**src/rtl/alu_pkg.sv**
```systemverilog
// Shared RV32I ALU definitions: operation codes, opcode/funct constants and
// the issue/writeback payload structs used by the issue controller.
package alu_pkg;

   localparam int unsigned XLEN     = 32;
   localparam int unsigned ALU_OP_W = 4;
   localparam int unsigned REG_AW   = 5;
   localparam int unsigned IMM_W    = 12;

   typedef logic [ALU_OP_W-1:0] alu_op_t;

   localparam alu_op_t ALU_ADD  = 4'b0000;
   localparam alu_op_t ALU_SUB  = 4'b0001;
   localparam alu_op_t ALU_AND  = 4'b0010;
   localparam alu_op_t ALU_OR   = 4'b0011;
   localparam alu_op_t ALU_XOR  = 4'b0100;
   localparam alu_op_t ALU_SLL  = 4'b0101;
   localparam alu_op_t ALU_SRL  = 4'b0110;
   localparam alu_op_t ALU_SRA  = 4'b0111;
   localparam alu_op_t ALU_SLT  = 4'b1000;
   localparam alu_op_t ALU_SLTU = 4'b1001;

   localparam logic [6:0] OPC_OP      = 7'b0110011;
   localparam logic [6:0] OPC_OPIMM   = 7'b0010011;
   localparam logic [6:0] FUNCT7_BASE = 7'b0000000;
   localparam logic [6:0] FUNCT7_ALT  = 7'b0100000;

   localparam logic [2:0] F3_ADD  = 3'b000;
   localparam logic [2:0] F3_SLL  = 3'b001;
   localparam logic [2:0] F3_SLT  = 3'b010;
   localparam logic [2:0] F3_SLTU = 3'b011;
   localparam logic [2:0] F3_XOR  = 3'b100;
   localparam logic [2:0] F3_SR   = 3'b101;
   localparam logic [2:0] F3_OR   = 3'b110;
   localparam logic [2:0] F3_AND  = 3'b111;

   // Contents of the E stage: what the alu sees plus the tags carried along.
   typedef struct packed {
      alu_op_t           op;
      logic [XLEN-1:0]   op1;
      logic [XLEN-1:0]   op2;
      logic [REG_AW-1:0] rd;
      logic              illegal;
   } issue_t;

   // Contents of the W stage presented on the writeback port.
   typedef struct packed {
      logic [REG_AW-1:0] rd;
      logic [XLEN-1:0]   data;
      logic              illegal;
   } wb_t;

   function automatic logic [XLEN-1:0] sext_imm12(input logic [IMM_W-1:0] imm);
      return {{(XLEN-IMM_W){imm[IMM_W-1]}}, imm};
   endfunction

endpackage

```
**src/rtl/alu_decode.sv**
```systemverilog
// Combinational RV32I OP/OP-IMM decoder: instruction + register values to
// alu operation, operands, destination register and an illegal flag.
module alu_decode
   import alu_pkg::*;
(
   input  logic [XLEN-1:0]   instr_i,
   input  logic [XLEN-1:0]   rs1_val_i,
   input  logic [XLEN-1:0]   rs2_val_i,
   output alu_op_t           alu_op_o,
   output logic [XLEN-1:0]   op1_o,
   output logic [XLEN-1:0]   op2_o,
   output logic [REG_AW-1:0] rd_o,
   output logic              illegal_o
);

   logic [6:0]      opcode;
   logic [2:0]      funct3;
   logic [6:0]      funct7;
   logic            is_op;
   logic            is_opimm;
   logic            f7_base;
   logic            f7_alt;
   logic            shamt_form;
   logic            legal;
   alu_op_t         op_sel;
   logic [XLEN-1:0] op2_raw;

   // Source register indices are resolved upstream; only the values arrive here.
   logic unused_rs1_field;
   assign unused_rs1_field = ^instr_i[19:15];

   assign opcode   = instr_i[6:0];
   assign funct3   = instr_i[14:12];
   assign funct7   = instr_i[31:25];
   assign is_op    = (opcode == OPC_OP);
   assign is_opimm = (opcode == OPC_OPIMM);
   assign f7_base  = (funct7 == FUNCT7_BASE);
   assign f7_alt   = (funct7 == FUNCT7_ALT);

   // Operation select and funct7 legality; OP-IMM only constrains funct7 on shifts.
   always_comb begin
      op_sel = ALU_ADD;
      legal  = 1'b0;
      case (funct3)
         F3_ADD: begin
            op_sel = (is_op && f7_alt) ? ALU_SUB : ALU_ADD;
            legal  = is_opimm || f7_base || f7_alt;
         end
         F3_SLL: begin
            op_sel = ALU_SLL;
            legal  = f7_base;
         end
         F3_SLT: begin
            op_sel = ALU_SLT;
            legal  = is_opimm || f7_base;
         end
         F3_SLTU: begin
            op_sel = ALU_SLTU;
            legal  = is_opimm || f7_base;
         end
         F3_XOR: begin
            op_sel = ALU_XOR;
            legal  = is_opimm || f7_base;
         end
         F3_SR: begin
            op_sel = f7_alt ? ALU_SRA : ALU_SRL;
            legal  = f7_base || f7_alt;
         end
         F3_OR: begin
            op_sel = ALU_OR;
            legal  = is_opimm || f7_base;
         end
         F3_AND: begin
            op_sel = ALU_AND;
            legal  = is_opimm || f7_base;
         end
         default: begin
            op_sel = ALU_ADD;
            legal  = 1'b0;
         end
      endcase
      legal = legal && (is_op || is_opimm);
   end

   assign shamt_form = is_opimm && ((funct3 == F3_SLL) || (funct3 == F3_SR));

   always_comb begin
      op2_raw = sext_imm12(instr_i[31:20]);
      if (is_op) begin
         op2_raw = rs2_val_i;
      end else if (shamt_form) begin
         op2_raw = {(XLEN-5)'(0), instr_i[24:20]};
      end
   end

   // Illegal instructions present a zero ADD so the alu output is benign.
   assign alu_op_o  = legal ? op_sel    : ALU_ADD;
   assign op1_o     = legal ? rs1_val_i : '0;
   assign op2_o     = legal ? op2_raw   : '0;
   assign rd_o      = instr_i[11:7];
   assign illegal_o = ~legal;

endmodule

```
**src/rtl/alu_issue_ctrl.sv**
```systemverilog
// ALU issue controller: valid/ready operand intake, E stage driving the
// external alu, W stage holding the writeback result, and a retire counter.
module alu_issue_ctrl
   import alu_pkg::*;
#(
   parameter int unsigned CNT_W   = 16,
   parameter bit          ZERO_X0 = 1'b1
) (
   input  logic               clk,
   input  logic               rst,
   input  logic               in_valid,
   output logic               in_ready,
   input  logic [XLEN-1:0]    in_instr,
   input  logic [XLEN-1:0]    in_rs1_val,
   input  logic [XLEN-1:0]    in_rs2_val,
   output logic [ALU_OP_W-1:0] alu_op,
   output logic [XLEN-1:0]    alu_op1,
   output logic [XLEN-1:0]    alu_op2,
   input  logic [XLEN-1:0]    alu_result,
   output logic               out_valid,
   input  logic               out_ready,
   output logic [REG_AW-1:0]  out_rd,
   output logic [XLEN-1:0]    out_data,
   output logic               out_illegal,
   output logic [CNT_W-1:0]   retire_cnt
);

   issue_t dec;

   logic       e_valid_q, e_valid_d;
   issue_t     e_q, e_d;
   logic       w_valid_q, w_valid_d;
   wb_t        w_q, w_d;
   logic [CNT_W-1:0] cnt_q, cnt_d;

   logic            w_adv;
   logic            accept;
   logic            w_fire;
   logic [XLEN-1:0] wb_data;

   alu_decode u_decode (
      .instr_i   (in_instr),
      .rs1_val_i (in_rs1_val),
      .rs2_val_i (in_rs2_val),
      .alu_op_o  (dec.op),
      .op1_o     (dec.op1),
      .op2_o     (dec.op2),
      .rd_o      (dec.rd),
      .illegal_o (dec.illegal)
   );

   // W can take a new value when empty or when its current value leaves now.
   assign w_adv    = !w_valid_q || out_ready;
   assign in_ready = !e_valid_q || w_adv;
   assign accept   = in_valid && in_ready;
   assign w_fire   = w_valid_q && out_ready;

   always_comb begin
      wb_data = alu_result;
      if (e_q.illegal || (ZERO_X0 && (e_q.rd == '0))) begin
         wb_data = '0;
      end
   end

   // Next state for both stages and the counter.
   always_comb begin
      e_valid_d = e_valid_q;
      e_d       = e_q;
      w_valid_d = w_valid_q;
      w_d       = w_q;
      cnt_d     = cnt_q;

      if (in_ready) begin
         e_valid_d = in_valid;
      end
      // Without a new accept the alu inputs keep their last values.
      if (accept) begin
         e_d = dec;
      end

      if (w_adv) begin
         w_valid_d = e_valid_q;
         if (e_valid_q) begin
            w_d.rd      = e_q.rd;
            w_d.data    = wb_data;
            w_d.illegal = e_q.illegal;
         end
      end

      if (w_fire) begin
         cnt_d = cnt_q + CNT_W'(1);
      end
   end

   always_ff @(posedge clk or posedge rst) begin
      if (rst) begin
         e_valid_q <= 1'b0;
         e_q       <= '0;
         w_valid_q <= 1'b0;
         w_q       <= '0;
         cnt_q     <= '0;
      end else begin
         e_valid_q <= e_valid_d;
         e_q       <= e_d;
         w_valid_q <= w_valid_d;
         w_q       <= w_d;
         cnt_q     <= cnt_d;
      end
   end

   assign alu_op      = e_q.op;
   assign alu_op1     = e_q.op1;
   assign alu_op2     = e_q.op2;
   assign out_valid   = w_valid_q;
   assign out_rd      = w_q.rd;
   assign out_data    = w_q.data;
   assign out_illegal = w_q.illegal;
   assign retire_cnt  = cnt_q;

endmodule

```
**config.mk**
```make
export PLATFORM = sky130hd
export DESIGN_NAME = alu_issue_ctrl
export DESIGN_NICKNAME = d
export VERILOG_FILES = /design/src/rtl/alu_pkg.sv /design/src/rtl/alu_decode.sv /design/src/rtl/alu_issue_ctrl.sv
export SDC_FILE = /design/constraint.sdc
export NUM_CORES = 1
export LEC_CHECK = 0
export ABC_AREA = 1
export BUFFER_PORTS_ARGS = -buffer_cell sky130_fd_sc_hd__buf_4
export CAP_MARGIN = 20
export CORE_ASPECT_RATIO = 1.25
export CORE_MARGIN = 1
export CORE_UTILIZATION = 35
export CTS_CLUSTER_DIAMETER = 120
export DETAILED_ROUTE_END_ITERATION = 16
export SETUP_SLACK_MARGIN = 0.1
export SYNTH_ARGS = -nofsm -noshare
export SYNTH_HDL_FRONTEND = slang
export SYNTH_HIERARCHICAL = 1
export SYNTH_SLANG_ARGS = --single-unit
```
**constraint.sdc**
```tcl
create_clock -name clk -period 4.3 [get_ports clk]
set_input_delay 0 -clock clk [delete_from_list [all_inputs] [get_ports clk]]
set_output_delay 0 -clock clk [all_outputs]
set_load 0.1 [all_outputs]
```
* Word-level counts from Yosys, hierarchy flattened *
Index checks and enable logic that the tools add are counted.
W data, S select, Z words.

cells by class
  $add $sub $neg = 1
  equal/unequal tests = 10
  muxes and demuxes = 10
  bitwise gates (word level) = 1
  reductions and logical operators = 20

operators by type and width
  operator                 number
  $mux W32                 5
  $pmux W4 S8              1
  $add A16 B1 Y16 const B  1
  $eq A7 B6 Y1 const B     2
  $eq A3 B3 Y1 const B     4
  $logic_or A1 B1 Y1       8
  $eq A7 B5 Y1 const B     1
  $logic_not A7 Y1         1
  $eq A3 B2 Y1 const B     2
  $logic_and A1 B1 Y1      5
  $logic_not A5 Y1         1
  $reduce_or A5 Y1         1
  $mux W4                  1
  $pmux W1 S4              1
  $eq A3 B1 Y1 const B     1
  $logic_not A3 Y1         1
  $logic_not A1 Y1         2
  $mux W1                  2
  $reduce_and A2 Y1        1
  $not A1 Y1               1

word-level totals
  register bits = 130
  input bits = 132
  word-level logic and storage cells = 53

* Logic depth before layout (Yosys ltp) *
Gate-level depths: netlist of run 1.

  word-level depth = 6
  mapped depth = 13

* Modules after synthesis *
Netlist of run 1, hierarchy kept.

by module, submodules not included
  module          instances  cells an instance  area an instance (µm²)  sequential area each (µm²)
  alu_issue_ctrl  1          665                5803.1                  3253.1
  alu_decode      1          230                960.9                   0.0

* Worst setup path before layout of run 1 *
No wires, ideal clock.

  path kind = reg2reg
  from = register w_valid_q (netlist: out_valid)
  to = register e_q, in the netlist alu_op2[0]
  arrival time = 1850 ps
  setup slack = 2332 ps
  stages on the path, launching flop included = 6
  path buffers = 2
  period minus slack after synthesis = 1968 ps
  path through = dfrtp_1 nand3_1 buf_2 buf_2 nand3_1 nand2_1

between the ends
  cells in the longest elaborated chain, start to end = 4

ends and longest elaborated chain
  what                      RTL line               text
  start: declaration        alu_issue_ctrl.sv:32   logic w_valid_q, w_valid_d;
  start signal: assignment  alu_issue_ctrl.sv:105  w_valid_q <= w_valid_d;
  $logic_not A1 Y1          alu_issue_ctrl.sv:53   assign w_adv = !w_valid_q || out_ready;
  $logic_or A1 B1 Y1        alu_issue_ctrl.sv:53
  $logic_or A1 B1 Y1        alu_issue_ctrl.sv:54   assign in_ready = !e_valid_q || w_adv;
  net in_ready              alu_issue_ctrl.sv:12   output logic in_ready,
  $logic_and A1 B1 Y1       alu_issue_ctrl.sv:55   assign accept = in_valid && in_ready;
  end signal: assignment    alu_issue_ctrl.sv:98   e_q <= '0;
  end signal: assignment    alu_issue_ctrl.sv:104  e_q <= e_d;
  end: declaration          alu_issue_ctrl.sv:31   issue_t e_q, e_d;

The timed path passes the listed nets, and every way through them passes these cells.
A chain may end at the register's enable or synchronous reset.

* Final worst setup path of run 1 *
  from = register w_valid_q (netlist: out_valid)
  to = register w_q, in the netlist out_data[22]

between the ends
  cells in the longest elaborated chain, start to end = 3

ends and longest elaborated chain
  what                                RTL line               text
  $logic_not A1 Y1                    alu_issue_ctrl.sv:53
  $logic_or A1 B1 Y1                  alu_issue_ctrl.sv:53
  $reduce_and A2 Y1 (no source line)  n/a
  end signal: assignment              alu_issue_ctrl.sv:106  w_q <= w_d;
  end: declaration                    alu_issue_ctrl.sv:33   wb_t w_q, w_d;

Every way passes these cells.

==> results.json, run 1 <==
{
  "grt_max_degree": 91,
  "post_cts_buffers": 0,
  "tightest_slew_ns": 0.835,
  "drive_above_1_share": 0.260,
  "vias": 6332,
  "port_buffers": 250,
  "die-width_um": 126,
  "grtUsageTotal": 0.197,
  "dieArea_mm2": 0.0199,
  "root_buffer": "clkbuf_16",
  "core_region_area_mm2": 0.0188,
  "drtIter0Drc": 299,
  "htreeDepth": 4,
  "hold_path.class": "in2reg",
  "startpoint": "out_valid$_DFFE_PP0P_",
  "fin_crit_ns": 2.23,
  "grt_pass1_vias": 6101,
  "holdWs_ns": 0.0219,
  "antenna_left": 0,
  "netlist_area_mm2": 0.00676,
  "critPathCapture": "out_data[22]$_DFFE_PP0P_",
  "synthTopCellsByCount": "nand2_1, dfrtp_1, nand3_1, nor2_1, buf_4",
  "avgSynthCellArea_um2": 7.56,
  "post-synth-top-count-cell": "nand2_1",
  "antenna_found_initial": 1,
  "clock-sinks": 130,
  "final_util": 0.515,
  "r2r_start": "out_valid$_DFFE_PP0P_",
  "syn-num-nets": 1028,
  "drtPass1Iterations": 4,
  "worstPathRequired_ns": 4.65,
  "die_y_um": 157,
  "clk_pin_slew_ns": 0.06,
  "synth_ff_type": "dfrtp_1",
  "worstPathArrival_ns": 2.58,
  "synth_cell_type_count": 22,
  "fmax_mhz": 448,
  "cellPowerDensity_mw_per_mm2": 452,
  "cp_max_fo": 42,
  "numCtsBuffers": 17,
  "rows": 56,
  "synth_seq_cells": 130,
  "async_flop_share": 1.00,
  "fin_nets": 1272,
  "fin_crit_sh": 0.519,
  "finalInstanceArea_mm2": 0.00971,
  "timing.slew.headroom": 0.443,
  "ios": 256,
  "r2r_cells": 5,
  "fillers": 1818,
  "routed_wl_um": 19300,
  "irDropWorstVdd_mv": 0.268,
  "gp_congestion": 0.751,
  "viasPerCell": 4.58,
  "reg2reg_slack_ns": 2.07,
  "drcViolationCount": 0,
  "cp-end-kind": "flip-flop",
  "overflow": 0,
  "initial_core_util": 0.359,
  "placed_area_mm2": 0.00820,
  "max_cap_violations": 0,
  "slew_viol_final": 0,
  "crit_type": "reg2reg",
  "p_leak_nw": 5.47,
  "finalHoldViolCount": 0,
  "dpl.hpwl_um": 12100,
  "routedWlPerCell_um": 14.0,
  "r2r-end": "out_data[22]$_DFFE_PP0P_",
  "tns_ns": 0,
  "yosys_warnings": 6,
  "syn_inst": 895,
  "cts_tree": "yes",
  "synth_seq_area_share": 0.481,
  "grt_setup_unrepaired": "false",
  "critPathLaunchType": "flip-flop",
  "grt_pass1_wl_um": 31100,
  "syn_to_final_growth_pct": 43.5,
  "synth_edf_count": 0,
  "synth_area_leaders": "dfrtp_1, nand2_1, nand3_1",
  "cts_buffer_depth": 2,
  "status": "completed",
  "synth_top_area_cell": "dfrtp_1",
  "setup_viol": 0,
  "worst_clock_skew_ns": 0.00892,
  "synth_top_area_share": 0.481,
  "clock_latency_ns": 0.42
}
-- layout by cell type, fill, tap and decap left out, types with 2 or more instances in the layout --
cell type,instances
inv_1,63
nand2_2,5
clkinvlp_4,2
nor2_1,98
xnor2_1,5
nor2_2,2
nor2_4,2
dlygate4sd3_1,88
nand3_1,113
clkinv_4,4
inv_6,2
buf_4,257
a21oi_1,5
o21ai_1,3
bufinv_16,4
clkbuf_16,17
xor2_1,4
nand2_1,303
dfrtp_1,130
o21ai_0,34
nand4_1,3
-- state kept, by name (all words and copies together) (netlist names) --
signal,cells
alu_op1,32
out_rd,5
out_valid,1
alu_op2,32
e_valid_q,1
out_illegal,1
retire_cnt,16
e_q,6
out_data,32
alu_op,4
-- layer usage --
| metal | global-route usage | wire length (um) | part of all wire | up-vias |
|---|---|---|---|---|
| li1 | - | - | - | 3183 |
| met1 | 0.247 | 8420 | 0.44 | 2916 |
| met2 | 0.327 | 9270 | 0.48 | 209 |
| met3 | 0.0571 | 1280 | 0.066 | 24 |
| met4 | 0.0643 | 365 | 0.019 | 0 |
| met5 | 0 | 0 | 0 | - |
-- critical path, stage by stage, from the launching register on --
cell     delay [ns]
dfrtp_1        0.46
nand2_2        0.15
nand2_2        0.48
nor2_4         0.81
nand3_1        0.16
nand2_1        0.10
-- kinds of logic (layout without fill, tap and decap cells) --
group                    count (synthesis)  count (layout)  share of synthesized area
AO/OA/AOI/OAI                           42              42                     0.0311
AND/OR/NAND/NOR                        528             528                      0.320
adder cells (fa/ha/maj)                  1               1                    0.00185
buffers and inverters                  185             440                      0.155
XOR/XNOR                                 9               9                     0.0117
other                                    0               1                          0
flip-flops                             130             130                      0.481
-- power by group --
part	internal, mW	switching [mW]	leakage, nW
logic	0.339	1.07	3.42
clock network	0.983	0.563	0.298
registers	1.34	0.0877	1.75
-- timing repair --
| item | in CTS | in global routing |
|---|---|---|
| resized for setup | 0 | 0 |
| hold buffers | 88 | 0 |
| hold endpoints to repair | 180 | 0 |
-- how the worst min path moves through the flow --
stage | start | end | slack [ns] | cells after the start
floorplan | alu_result[0] | out_data[0]$_DFFE_PP0P_ | 0.14 | 2
global placement | alu_result[19] | out_data[19]$_DFFE_PP0P_ | 0.23 | 3
detailed placement | alu_result[13] | out_data[13]$_DFFE_PP0P_ | 0.23 | 3
CTS | in_rs2_val[2] | alu_op2[2]$_DFFE_PP0P_ | 0.004 | 7
global route | in_rs2_val[2] | alu_op2[2]$_DFFE_PP0P_ | 0.04 | 7
finish | in_rs2_val[1] | alu_op2[1]$_DFFE_PP0P_ | 0.02 | 7
-- metrics by stage --
stage / power (mW) / std cells / setup WS [ns]
floorplan: 2.45 / 895 / 0.831
global placement: 2.79 / 1264 / 2.03
detailed placement: 2.80 / 1264 / 2.00
CTS: 4.43 / 1382 / 1.98
global route: 4.55 / 1383 / 1.77
finish: 4.38 / 1383 / 2.07
-- cell type report --
cell class | instances | area (um^2) | share of cell area
antenna | 1 | 2.50 | 0.000258
timing repair buffer | 345 | 2810 | 0.289
clock inverter | 12 | 184 | 0.0189
tap | 232 | 290 | 0.0299
multi-input combinational | 580 | 2480 | 0.255
sequential | 130 | 3250 | 0.335
clock buffer | 18 | 439 | 0.0452
inverter | 65 | 249 | 0.0256
Power figures use the tool's default switching activity.
==> run 2: changes to the inputs <==
==> constraint.sdc (replaced) <==
create_clock -name clk -period 2.1 [get_ports clk]
set_input_delay 0 -clock clk [delete_from_list [all_inputs] [get_ports clk]]
set_output_delay 0 -clock clk [all_outputs]
set_load 0.1 [all_outputs]
==> run 2 against run 1 <==
  * Die area stayed put
  * Clock power is 99% higher
  * Register-to-register slack worse by 1.7 ns
  * Critical path type is now in2reg
  * Critical path depth is 3 higher
  * Largest cell class unchanged
==> results.json, run 2 (same netlist as run 1, synthesis figures left out) <==
{
  "status": "completed",
  "critPathTopFamily": "buffers and inverters",
  "crit_top_cell": "dlygate4sd3_1",
  "syn_to_final_growth_pct": 48.0,
  "cp-end-kind": "flip-flop",
  "grt_max_degree": 74,
  "cellPowerDensity_mw_per_mm2": 893,
  "cpPeakStageDelay_ns": 0.58,
  "irDropWorstVdd_mv": 0.827,
  "grt_pass1_wl_um": 31100,
  "internal_power_mw": 5.39,
  "antenna_left": 0,
  "clk_pin_slew_ns": 0.06,
  "timing.slew.headroom": 0.643,
  "grt_setup_unrepaired": "false",
  "initial_core_util": 0.359,
  "fillers": 1761,
  "p_switching_mw": 3.55,
  "drive_above_1_share": 0.264,
  "mostFrequentLayoutCells": "nand2_1, buf_4, dfrtp_1",
  "finalHoldViolCount": 0,
  "cp_cell_sequence": "buf_4 > dlygate4sd3_1 > o21ai_0 > dlygate4sd3_1 > nor2_1 > nand3_1 > dlygate4sd3_1 > nand2_1",
  "overflow": 0,
  "hold_path.class": "in2reg",
  "fin_nets": 1301,
  "port_buffers": 250,
  "combPwrFrac": 0.329,
  "numCtsBuffers": 17,
  "swShare": 0.397,
  "cts_tree": "yes",
  "routedWlPerCell_um": 13.5,
  "setup_viol": 0,
  "clock_latency_ns": 0.42,
  "dpl.hpwl_um": 12100,
  "critPathLaunchType": "primary input",
  "fin_crit_sh": 0.838,
  "core_region_area_mm2": 0.0188,
  "viasPerCell": 4.59,
  "p_leak_nw": 5.58,
  "multi_input_area_mm2": 0.00247,
  "worst_clock_skew_ns": 0.00683,
  "power_frac_clock": 0.346,
  "gp_congestion": 0.750,
  "grt_pass1_vias": 6379,
  "antenna_found_initial": 1,
  "max_cap_violations": 0,
  "place_ws_ns": 0.388,
  "fmax_mhz": 568,
  "post_cts_buffers": 0,
  "setup_ws_ns": 0.341,
  "critPathBufInv": 4,
  "regArea_mm2": 0.00325,
  "crit_type": "in2reg",
  "tightest_slew_ns": 0.535,
  "holdWs_ns": 0.0124,
  "power_frac_seq": 0.325,
  "root_buffer": "clkbuf_16",
  "htreeDepth": 4,
  "drtPass1Iterations": 5,
  "clock-sinks": 130,
  "cp_max_fo": 6,
  "cts_buffer_depth": 2,
  "grtUsageTotal": 0.198,
  "ios": 256,
  "drcViolationCount": 0,
  "die_y_um": 157,
  "die-width_um": 126,
  "rows": 56,
  "slew_viol_final": 0,
  "dieArea_mm2": 0.0199,
  "tns_ns": 0,
  "fin_crit_ns": 1.76,
  "worstPathRequired_ns": 2.46,
  "worstPathArrival_ns": 2.12,
  "drtIter0Drc": 274,
  "final_common_cell": "nand2_1",
  "crit_slowest_cell": "dlygate4sd3_1",
  "routed_wl_um": 19100,
  "vias": 6493
}
-- run 2: changes by cell type in the layout (fill, tap and decap cells not counted), sizes merged --
cell / previous run / this run
inv: 66 / 68
buf: 257 / 267
bufinv: 4 / 3
clkinvlp: 2 / 3
dlygate4sd3: 88 / 107
-- run 2: final cells by class --
type | count | share of cell area
Antenna cell | 1 | 0.000250
Clock buffer | 18 | 0.0439
Clock inverter | 14 | 0.0176
Inverter | 65 | 0.0248
Multi-Input combinational cell | 580 | 0.247
Sequential cell | 130 | 0.325
Tap cell | 232 | 0.0290
Timing Repair Buffer | 374 | 0.312
-- run 2: tightest hold or removal path: stages --
cell     delay (ns)
buf_4          0.09
o21ai_0        0.07
nor2_1         0.10
nand3_1        0.08
nand2_1        0.06
-- run 2: what timing repair did --
action / CTS / global route
gates resized for setup: 0 / 1
hold buffers: 107 / 0
setup endpoints to repair: 0 / 1
hold endpoints to repair: 123 / 0
-- run 2: metrics by stage --
stage	instances	total power, mW	utilization	area (um^2)
global placement	1274	5.73	0.441	8320
floorplan	895	5.01	-	6770
detailed placement	1274	5.75	0.441	8320
CTS	1413	9.03	0.531	10000
finish	1414	8.94	0.531	10000
global route	1414	9.32	0.531	10000
-- run 2: power by group through the flow --
stage	Combinational, mW	Clock (mW)	Sequential, mW
floorplan	0.545	0	4.46
global placement	2.79	0	2.94
detailed placement	2.80	0	2.95
CTS	2.95	3.18	2.91
global route	3.09	3.29	2.94
finish	2.94	3.09	2.91
-- run 2: metal layers --
metal | share of wire | track usage
met1 | 0.43 | 0.229
met2 | 0.49 | 0.348
met3 | 0.065 | 0.0608
met4 | 0.016 | 0.0666
met5 | 0 | 0
-- run 2: final timing paths --
| path | start | end | slack, ns | depth (start not counted) |
|---|---|---|---|---|
| worst max-delay path | in_instr[14] | alu_op[1]$_DFFE_PP0P_ | 0.34 | 8 |
| worst min-delay path | in_rs2_val[19] | alu_op2[19]$_DFFE_PP0P_ | 0.01 | 5 |
| worst max register to register | out_valid$_DFFE_PP0P_ | alu_op2[25]$_DFFE_PP0P_ | 0.35 | 5 |
| worst min register to register | alu_op1[14]$_DFFE_PP0P_ | alu_op1[14]$_DFFE_PP0P_ | 0.47 | 2 |
| max in group asynchronous | rst | out_data[23]$_DFFE_PP0P_ | 1.18 | 4 |
| min in group asynchronous | rst | alu_op2[4]$_DFFE_PP0P_ | 0.19 | 3 |
